==> src/rtl/eth_pkg.sv <==
// Shared Ethernet MAC definitions: framing constants, CRC-32 parameters,
// the RX state encoding and the bytewise CRC-32 update.
package eth_pkg;

    localparam logic [7:0]  ETH_PREAMBLE  = 8'h55;
    localparam logic [7:0]  ETH_SFD       = 8'hD5;
    localparam logic [31:0] CRC32_POLY    = 32'hEDB88320;
    localparam logic [31:0] CRC32_INIT    = 32'hFFFFFFFF;
    localparam logic [31:0] CRC32_RESIDUE = 32'hDEBB20E3;

    typedef enum logic [1:0] {
        RX_IDLE,
        RX_PREAMBLE,
        RX_DATA,
        RX_DROP
    } rx_state_t;

    // Reflected CRC-32: data enters LSB first, one byte per call.
    function automatic logic [31:0] crc32_next(input logic [31:0] crc,
                                               input logic [7:0]  data);
        logic [31:0] c;
        // NOTE: blocking assignments here are deliberate; each bit step feeds the next within one evaluation.
        c = crc ^ {24'h0, data};
        for (int i = 0; i < 8; i++) begin
            c = c[0] ? ((c >> 1) ^ CRC32_POLY) : (c >> 1);
        end
        return c;
    endfunction

endpackage

==> src/rtl/eth_crc32.sv <==
// One-byte-per-cycle CRC-32 register with init and enable; shared by the
// MAC receive and transmit paths.
module eth_crc32
    import eth_pkg::*;
(
    input  logic        clk,
    input  logic        rst,
    input  logic        init,
    input  logic        en,
    input  logic [7:0]  data,
    output logic [31:0] crc
);

    always_ff @(posedge clk) begin
        if (rst || init) begin
            crc <= CRC32_INIT;
        end else if (en) begin
            crc <= crc32_next(crc, data);
        end
    end

endmodule

==> src/rtl/eth_mac_rx.sv <==
// GMII receive engine: preamble/SFD detection, FCS check and strip, AXIS output.
// Statistics outputs are built only when ETH_MAC_RX_STATS_EN is defined.
module eth_mac_rx
    import eth_pkg::*;
#(
    parameter int MIN_FRAME = 64,
    parameter int MAX_FRAME = 1518
) (
    input  logic        clk,
    input  logic        rst,
    input  logic [7:0]  gmii_rxd,
    input  logic        gmii_rx_dv,
    input  logic        gmii_rx_er,
    output logic [7:0]  m_axis_rx_tdata,
    output logic        m_axis_rx_tvalid,
    output logic        m_axis_rx_tlast,
    output logic        m_axis_rx_tuser,
    input  logic        m_axis_rx_tready,
    output logic        rx_busy,
    output logic [15:0] rx_frame_count,
    output logic [15:0] rx_error_count,
    output logic        rx_crc_error
);

    localparam int          DLY     = 5;
    localparam logic [10:0] DLY_LEN = 11'(DLY);
    localparam logic [10:0] MIN_LEN = 11'(MIN_FRAME);
    localparam logic [10:0] MAX_LEN = 11'(MAX_FRAME);

    rx_state_t   state, state_next;
    logic        dv_q;
    logic [7:0]  dly [DLY];
    logic [10:0] len;
    logic        er_flag;
    logic        ovf_flag;
    logic [31:0] crc;

    logic byte_in, frame_end, full, crc_bad, len_bad, ovf_now;
    logic beat_load, beat_user;

    assign byte_in   = (state == RX_DATA) && gmii_rx_dv;
    assign frame_end = (state == RX_DATA) && !gmii_rx_dv;
    assign full      = (len >= DLY_LEN);
    assign crc_bad   = (crc != CRC32_RESIDUE);
    assign len_bad   = (len < MIN_LEN) || (len > MAX_LEN);
    assign ovf_now   = m_axis_rx_tvalid && !m_axis_rx_tready;
    assign beat_load = (byte_in || frame_end) && full;
    assign beat_user = crc_bad || er_flag || gmii_rx_er || len_bad || ovf_flag || ovf_now;
    assign rx_busy   = (state != RX_IDLE);

    eth_crc32 u_crc (
        .clk  (clk),
        .rst  (rst),
        .init (state != RX_DATA),
        .en   (byte_in),
        .data (gmii_rxd),
        .crc  (crc)
    );

    always_comb begin
        // NOTE: default first so every path assigns state_next and no latch is inferred.
        state_next = state;
        case (state)
            RX_IDLE: begin
                if (gmii_rx_dv && !dv_q) begin
                    state_next = (gmii_rxd == ETH_PREAMBLE) ? RX_PREAMBLE : RX_DROP;
                end
            end
            RX_PREAMBLE: begin
                if (!gmii_rx_dv)                 state_next = RX_IDLE;
                else if (gmii_rxd == ETH_SFD)    state_next = RX_DATA;
                else if (gmii_rxd != ETH_PREAMBLE) state_next = RX_DROP;
            end
            RX_DATA: if (!gmii_rx_dv) state_next = RX_IDLE;
            RX_DROP: if (!gmii_rx_dv) state_next = RX_IDLE;
            default: state_next = RX_IDLE;
        endcase
    end

    // dv_q resets high so a dv already asserted at reset release is not taken as a frame start.
    always_ff @(posedge clk) begin
        if (rst) begin
            state            <= RX_IDLE;
            dv_q             <= 1'b1;
            len              <= '0;
            er_flag          <= 1'b0;
            ovf_flag         <= 1'b0;
            m_axis_rx_tdata  <= '0;
            m_axis_rx_tvalid <= 1'b0;
            m_axis_rx_tlast  <= 1'b0;
            m_axis_rx_tuser  <= 1'b0;
        end else begin
            state <= state_next;
            dv_q  <= gmii_rx_dv;

            if (state != RX_DATA) begin
                len      <= '0;
                er_flag  <= 1'b0;
                ovf_flag <= 1'b0;
            end else begin
                if (byte_in && len != '1) len <= len + 11'd1;
                if (gmii_rx_er)           er_flag <= 1'b1;
                if (beat_load && ovf_now) ovf_flag <= 1'b1;
            end

            if (beat_load) begin
                m_axis_rx_tdata  <= dly[DLY-1];
                m_axis_rx_tvalid <= 1'b1;
                m_axis_rx_tlast  <= frame_end;
                m_axis_rx_tuser  <= frame_end && beat_user;
            end else if (m_axis_rx_tready) begin
                m_axis_rx_tvalid <= 1'b0;
            end
        end
    end

    // NOTE: the delay line has no reset; clearing len marks it empty, so stale contents are never emitted.
    always_ff @(posedge clk) begin
        if (byte_in) begin
            dly[0] <= gmii_rxd;
            for (int i = 1; i < DLY; i++) dly[i] <= dly[i-1];
        end
    end

`ifdef ETH_MAC_RX_STATS_EN
    logic [15:0] frame_cnt, error_cnt;
    logic        crc_pulse;

    always_ff @(posedge clk) begin
        if (rst) begin
            frame_cnt <= '0;
            error_cnt <= '0;
            crc_pulse <= 1'b0;
        end else begin
            crc_pulse <= frame_end && full && crc_bad;
            if (frame_end) begin
                if (full && !beat_user) begin
                    if (frame_cnt != '1) frame_cnt <= frame_cnt + 16'd1;
                end else if (error_cnt != '1) begin
                    error_cnt <= error_cnt + 16'd1;
                end
            end
        end
    end

    assign rx_frame_count = frame_cnt;
    assign rx_error_count = error_cnt;
    assign rx_crc_error   = crc_pulse;
`else
    assign rx_frame_count = '0;
    assign rx_error_count = '0;
    assign rx_crc_error   = 1'b0;
`endif

endmodule

==> config.mk <==
export PLATFORM = sky130hd
export DESIGN_NAME = eth_mac_rx
export DESIGN_NICKNAME = d
export VERILOG_FILES = /design/src/rtl/eth_pkg.sv /design/src/rtl/eth_crc32.sv /design/src/rtl/eth_mac_rx.sv
export SDC_FILE = /design/constraint.sdc
export NUM_CORES = 1
export LEC_CHECK = 0
export BUFFER_PORTS_ARGS = -buffer_cell sky130_fd_sc_hd__clkbuf_2
export CAP_MARGIN = 20
export CORE_MARGIN = 1
export CORE_UTILIZATION = 50
export CTS_CLUSTER_SIZE = 24
export DETAILED_ROUTE_END_ITERATION = 8
export PLACE_DENSITY = 0.67
export SLEW_MARGIN = 20
export SYNTH_ARGS = -nofsm -noshare
export SYNTH_HDL_FRONTEND = slang
export SYNTH_HIERARCHICAL = 1
export SYNTH_SLANG_ARGS = --single-unit
==> constraint.sdc <==
create_clock -name clk -period 6.3 [get_ports clk]
set_input_delay 0 -clock clk [delete_from_list [all_inputs] [get_ports clk]]
set_output_delay 0 -clock clk [all_outputs]
set_load 0.05 [all_outputs]
==> results.txt <==
----------------------------------------------------
[Setup path]
  Critical path's largest stage delay ... between 500 and 600 ps
  Required time at the worst-slack endpoint ... ~6500 ps
  Crit path max-delay family ... buffers and inverters
  Cell depth of the worst flop-to-flop path ... 6
  Max stage delay cell, worst path ... buf_4
  Largest fanout on the critical path ... 54
  Worst reg2reg setup slack ... roughly 4000 ps
  Buf/Inv on CP ... 3
  Cells along the critical path ... nand3b_1 > inv_2 > buf_4 > inv_2 > a21boi_0 > o31ai_2
  Element type at the critical path start ... register
  Crit Path Class ... register to register
  Critical Path Sink Type ... register
  Arrival time at the worst endpoint ... between 2000 and 3000 ps
  Reg2Reg Capture Point ... u_crc/crc[21]
  Beginning of the worst register-to-register path ... state[0]
  Most Frequent Cell on Critical Path ... inv_2

[STA]
  Setup TNS Final ... 0 ps
  Total count of max-transition violations in the final report ... 0
  Number of failing hold endpoints at the final stage ... 0
  Final critical-path required period ... roughly 2400 ps
  Setup Viol. Count Final ... 0
  Worst Tran Pin Value ... 998 ps
  Unrepaired setup endpoints after global routing ... false
  Period Utilization, post-route ... 0.377
  Hold slack final ... between 30 and 40 ps
  Max_slew headroom ... 0.331
  Final Worst Setup Slack ... roughly 3900 ps
  Upper clock frequency limit ... around 0.42 GHz
  Maximum clock skew at final layout ... approximately 12 ps

[Drt]
  Initial DRC count ... ~130
  Via count ... between 3000 and 4000
  Remaining number of nets flagged by the antenna check after routing ... 0
  Routed length per placed instance ... 14.4 um
  1st-pass router iterations ... 4
  Total routed wirelength ... around 8.6 mm
  Avg Vias per Cell ... approximately 5.1
  Count of unresolved DRC violations after routing ... 0

[Power and ir drop]
  IR Drop Worst-Case VDD ... between 0.15 and 0.2 mV
  Power Density ... ~240 nW/um^2
  Cell leakage power ... between 1.5 and 2 nW
  Post-route total power ... 1.22 mW

[Final layout]
  Final cell count without fillers ... ~600
  Final layout net count ... about 480
  Post-route core utilization ... 0.558
  Design area ... just over 5000 sq um
  Antenna diodes ... 0
  Area overhead of the layout relative to synthesis ... 8.02%
  Fill cells ... just under 800
  Share of layout cells above drive strength 1 ... 0.142

[Clock tree]
  Clock latency reported for the late side of the worst-skew pair ... approximately 370 ps
  Clock tree sinks ... ~100
  Clock Root Buffer ... clkbuf_8
  Clock Path Buffers ... 2
  H-Tree Depth ... 3
  Num CTS Buffers ... 9
  Clock tree from TritonCTS ... yes
  CTS clock-pin slew for the worst setup and hold paths ... 100 ps

[Global route]
  Overflow after GRT ... 0
  Global-route wire length before repair ... roughly 14 mm
  Gr usage total ... 0.188
  Maximum number of pins on one net before global-route repair ... 55
  Antenna violations before repair ... 0
  Vias in the first global route ... between 2000 and 3000

[Synth]
  Number of enable-type register cells in the synthesized netlist ... 40
  Post-synth top area cell ... edfxtp_1
  Number of standard cells after synthesis ... around 440
  Share of the yosys chip area belonging to registers ... 0.499
  Post-synth ARST share ... 0
  Portion of synthesized cell area occupied by the leading cell type ... 0.252
  Largest cells by area after synthesis ... edfxtp_1 25%, dfxtp_1 25%, xnor2_1 6.8%, buf_4 5.3%, xor2_1 3.3%
  Commonest register cell after synthesis ... dfxtp_1
  Total number of yosys warnings ... 6
  Post-synth design cell area ... between 4000 and 5000 sq um
  Syn Area/Cell ... 10.9 sq um
  Number of distinct library cell variants in the gate-level netlist after synthesis ... between 60 and 70
  Count of state elements after synthesis ... between 90 and 100

[Placement]
  DP HPWL ... ~6 mm
  Placed Area ... just under 5000 sq um
  Count of input and output buffers ... 24
  Worst slack, placed ... ~3900 ps
  Cell total after placement ... between 500 and 600
  Last weighted congestion value of the routability-driven placer ... ~0.83

[Min path]
  Worst hold path cell count ... 2
  Worst Hold Class ... input pin to register
  Worst hold endpoint ... m_axis_rx_tlast
  Worst hold path startpoint ... rst

[Floorplan]
  DIE HEIGHT ... about 100 um
  Core Footprint ... 9240 sq um
  Number of top-level pins ... between 50 and 60
  Total die area ... between 9000 and 10000 sq um
  Initial cell density of the core ... 0.517
  Width of the die ... 99.7 um
  Rows ... 35

[Flow run]
  Count of max-cap constraint violations ... 0

[Outcome]
  Result of the run ... finished, final reports clean

----------------------------------------------------
-- worst register-to-register path, delay by kind of cell (launching register included) --
kind                   cells  cell delay, ps
DFF                        1             350
and+or+nand+nor            1             240
buffers and inverters      3            1270
AOI/OAI and AO/OA          2             400
-- metal layers --
metal / global-route usage / up-vias / part of all wire
met3: 0.0464 / 8 / 0.042
met5: 0 / - / 0
li1: - / 1538 / -
met1: 0.251 / 1446 / 0.47
met2: 0.305 / 70 / 0.48
met4: 0.0486 / 0 / 0.0093
-- cell usage after synthesis (3+ instances only) --
master	n
dfxtp_1	59
edfxtp_1	40
xnor2_1	37
nor2_1	35
buf_4	34
nand2_1	28
o21ai_0	25
o211ai_1	20
a21oi_1	19
xor2_1	18
clkbuf_1	12
inv_1	9
o31ai_1	8
xnor2_2	8
or3_1	6
and4_1	4
nand2b_1	4
nand3_1	4
a211oi_1	3
and2_1	3
and3_1	3
nor4_1	3
nor4bb_1	3
-- cell families (layout without fill, tap and decap cells) --
family / after synthesis / after routing / share of synthesized area
xor+xnor: 69 / 69 / 0.158
mux: 1 / 1 / 0.00210
compound gates: 90 / 90 / 0.126
buf+inv: 60 / 63 / 0.0773
other cells: 1 / 33 / 0.000785
simple gates: 115 / 115 / 0.131
fa+ha+maj: 2 / 2 / 0.00524
flops: 99 / 99 / 0.499
-- worst max-delay path by stage --
stage	slack, ps	start	end	cells past startpoint
floorplan	3840	state[0]	u_crc/crc[21]	7
finish	3930	state[0]	u_crc/crc[21]	6
global placement	3990	state[0]	u_crc/crc[21]	6
CTS	3910	state[0]	u_crc/crc[21]	6
global route	3710	state[0]	u_crc/crc[21]	6
detailed placement	3920	state[0]	u_crc/crc[21]	6
-- sequential cells by signal, indices dropped and copies added, names as in the netlist --
| register | flops |
|---|---|
| m_axis_rx_tdata | 8 |
| dv_q | 1 |
| dly | 40 |
| u_crc/crc | 32 |
| m_axis_rx_tlast | 1 |
| m_axis_rx_tvalid | 1 |
| ovf_flag | 1 |
| state | 2 |
| m_axis_rx_tuser | 1 |
| len | 11 |
| er_flag | 1 |
-- cell type report --
type                            instances  area (sq um)  share of cell area
Multi-Input combinational cell        310          2140               0.416
Sequential cell                        99          2380               0.462
Inverter                               10          37.5             0.00728
Clock inverter                          7          63.8              0.0124
Tap cell                              129           161              0.0313
Timing Repair Buffer                   37           245              0.0475
Clock buffer                            9           124              0.0240
-- power breakdown --
part / total [mW] / leakage [nW] / internal [mW] / switching [mW]
combinational: 0.170 / 1.06 / 0.0587 / 0.111
clock: 0.383 / 0.0925 / 0.150 / 0.233
sequential: 0.671 / 0.839 / 0.669 / 0.00218
-- repair_timing --
| action | CTS | global route |
|---|---|---|
| hold buffers | 11 | 0 |
| setup buffers | 0 | 0 |
| endpoints found under the hold margin | 15 | 0 |
| resized for setup | 0 | 0 |
-- cells in the final DEF (no fill, tap or decap), types with 3 or more instances in the layout --
cell	n
a211oi_1	3
a21oi_1	19
and2_1	3
and3_1	3
and4_1	4
clkbuf_2	24
clkbuf_8	9
clkinv_4	3
conb_1	33
dfxtp_1	59
dlygate4sd3_1	11
edfxtp_1	40
inv_1	8
nand2_1	28
nand2b_1	4
nand3_1	4
nor2_1	35
nor4_1	3
nor4bb_1	3
o211ai_1	20
o21ai_0	25
o31ai_1	8
or3_1	6
xnor2_1	37
xnor2_2	8
xor2_1	18
Power figures use the tool's default switching activity.
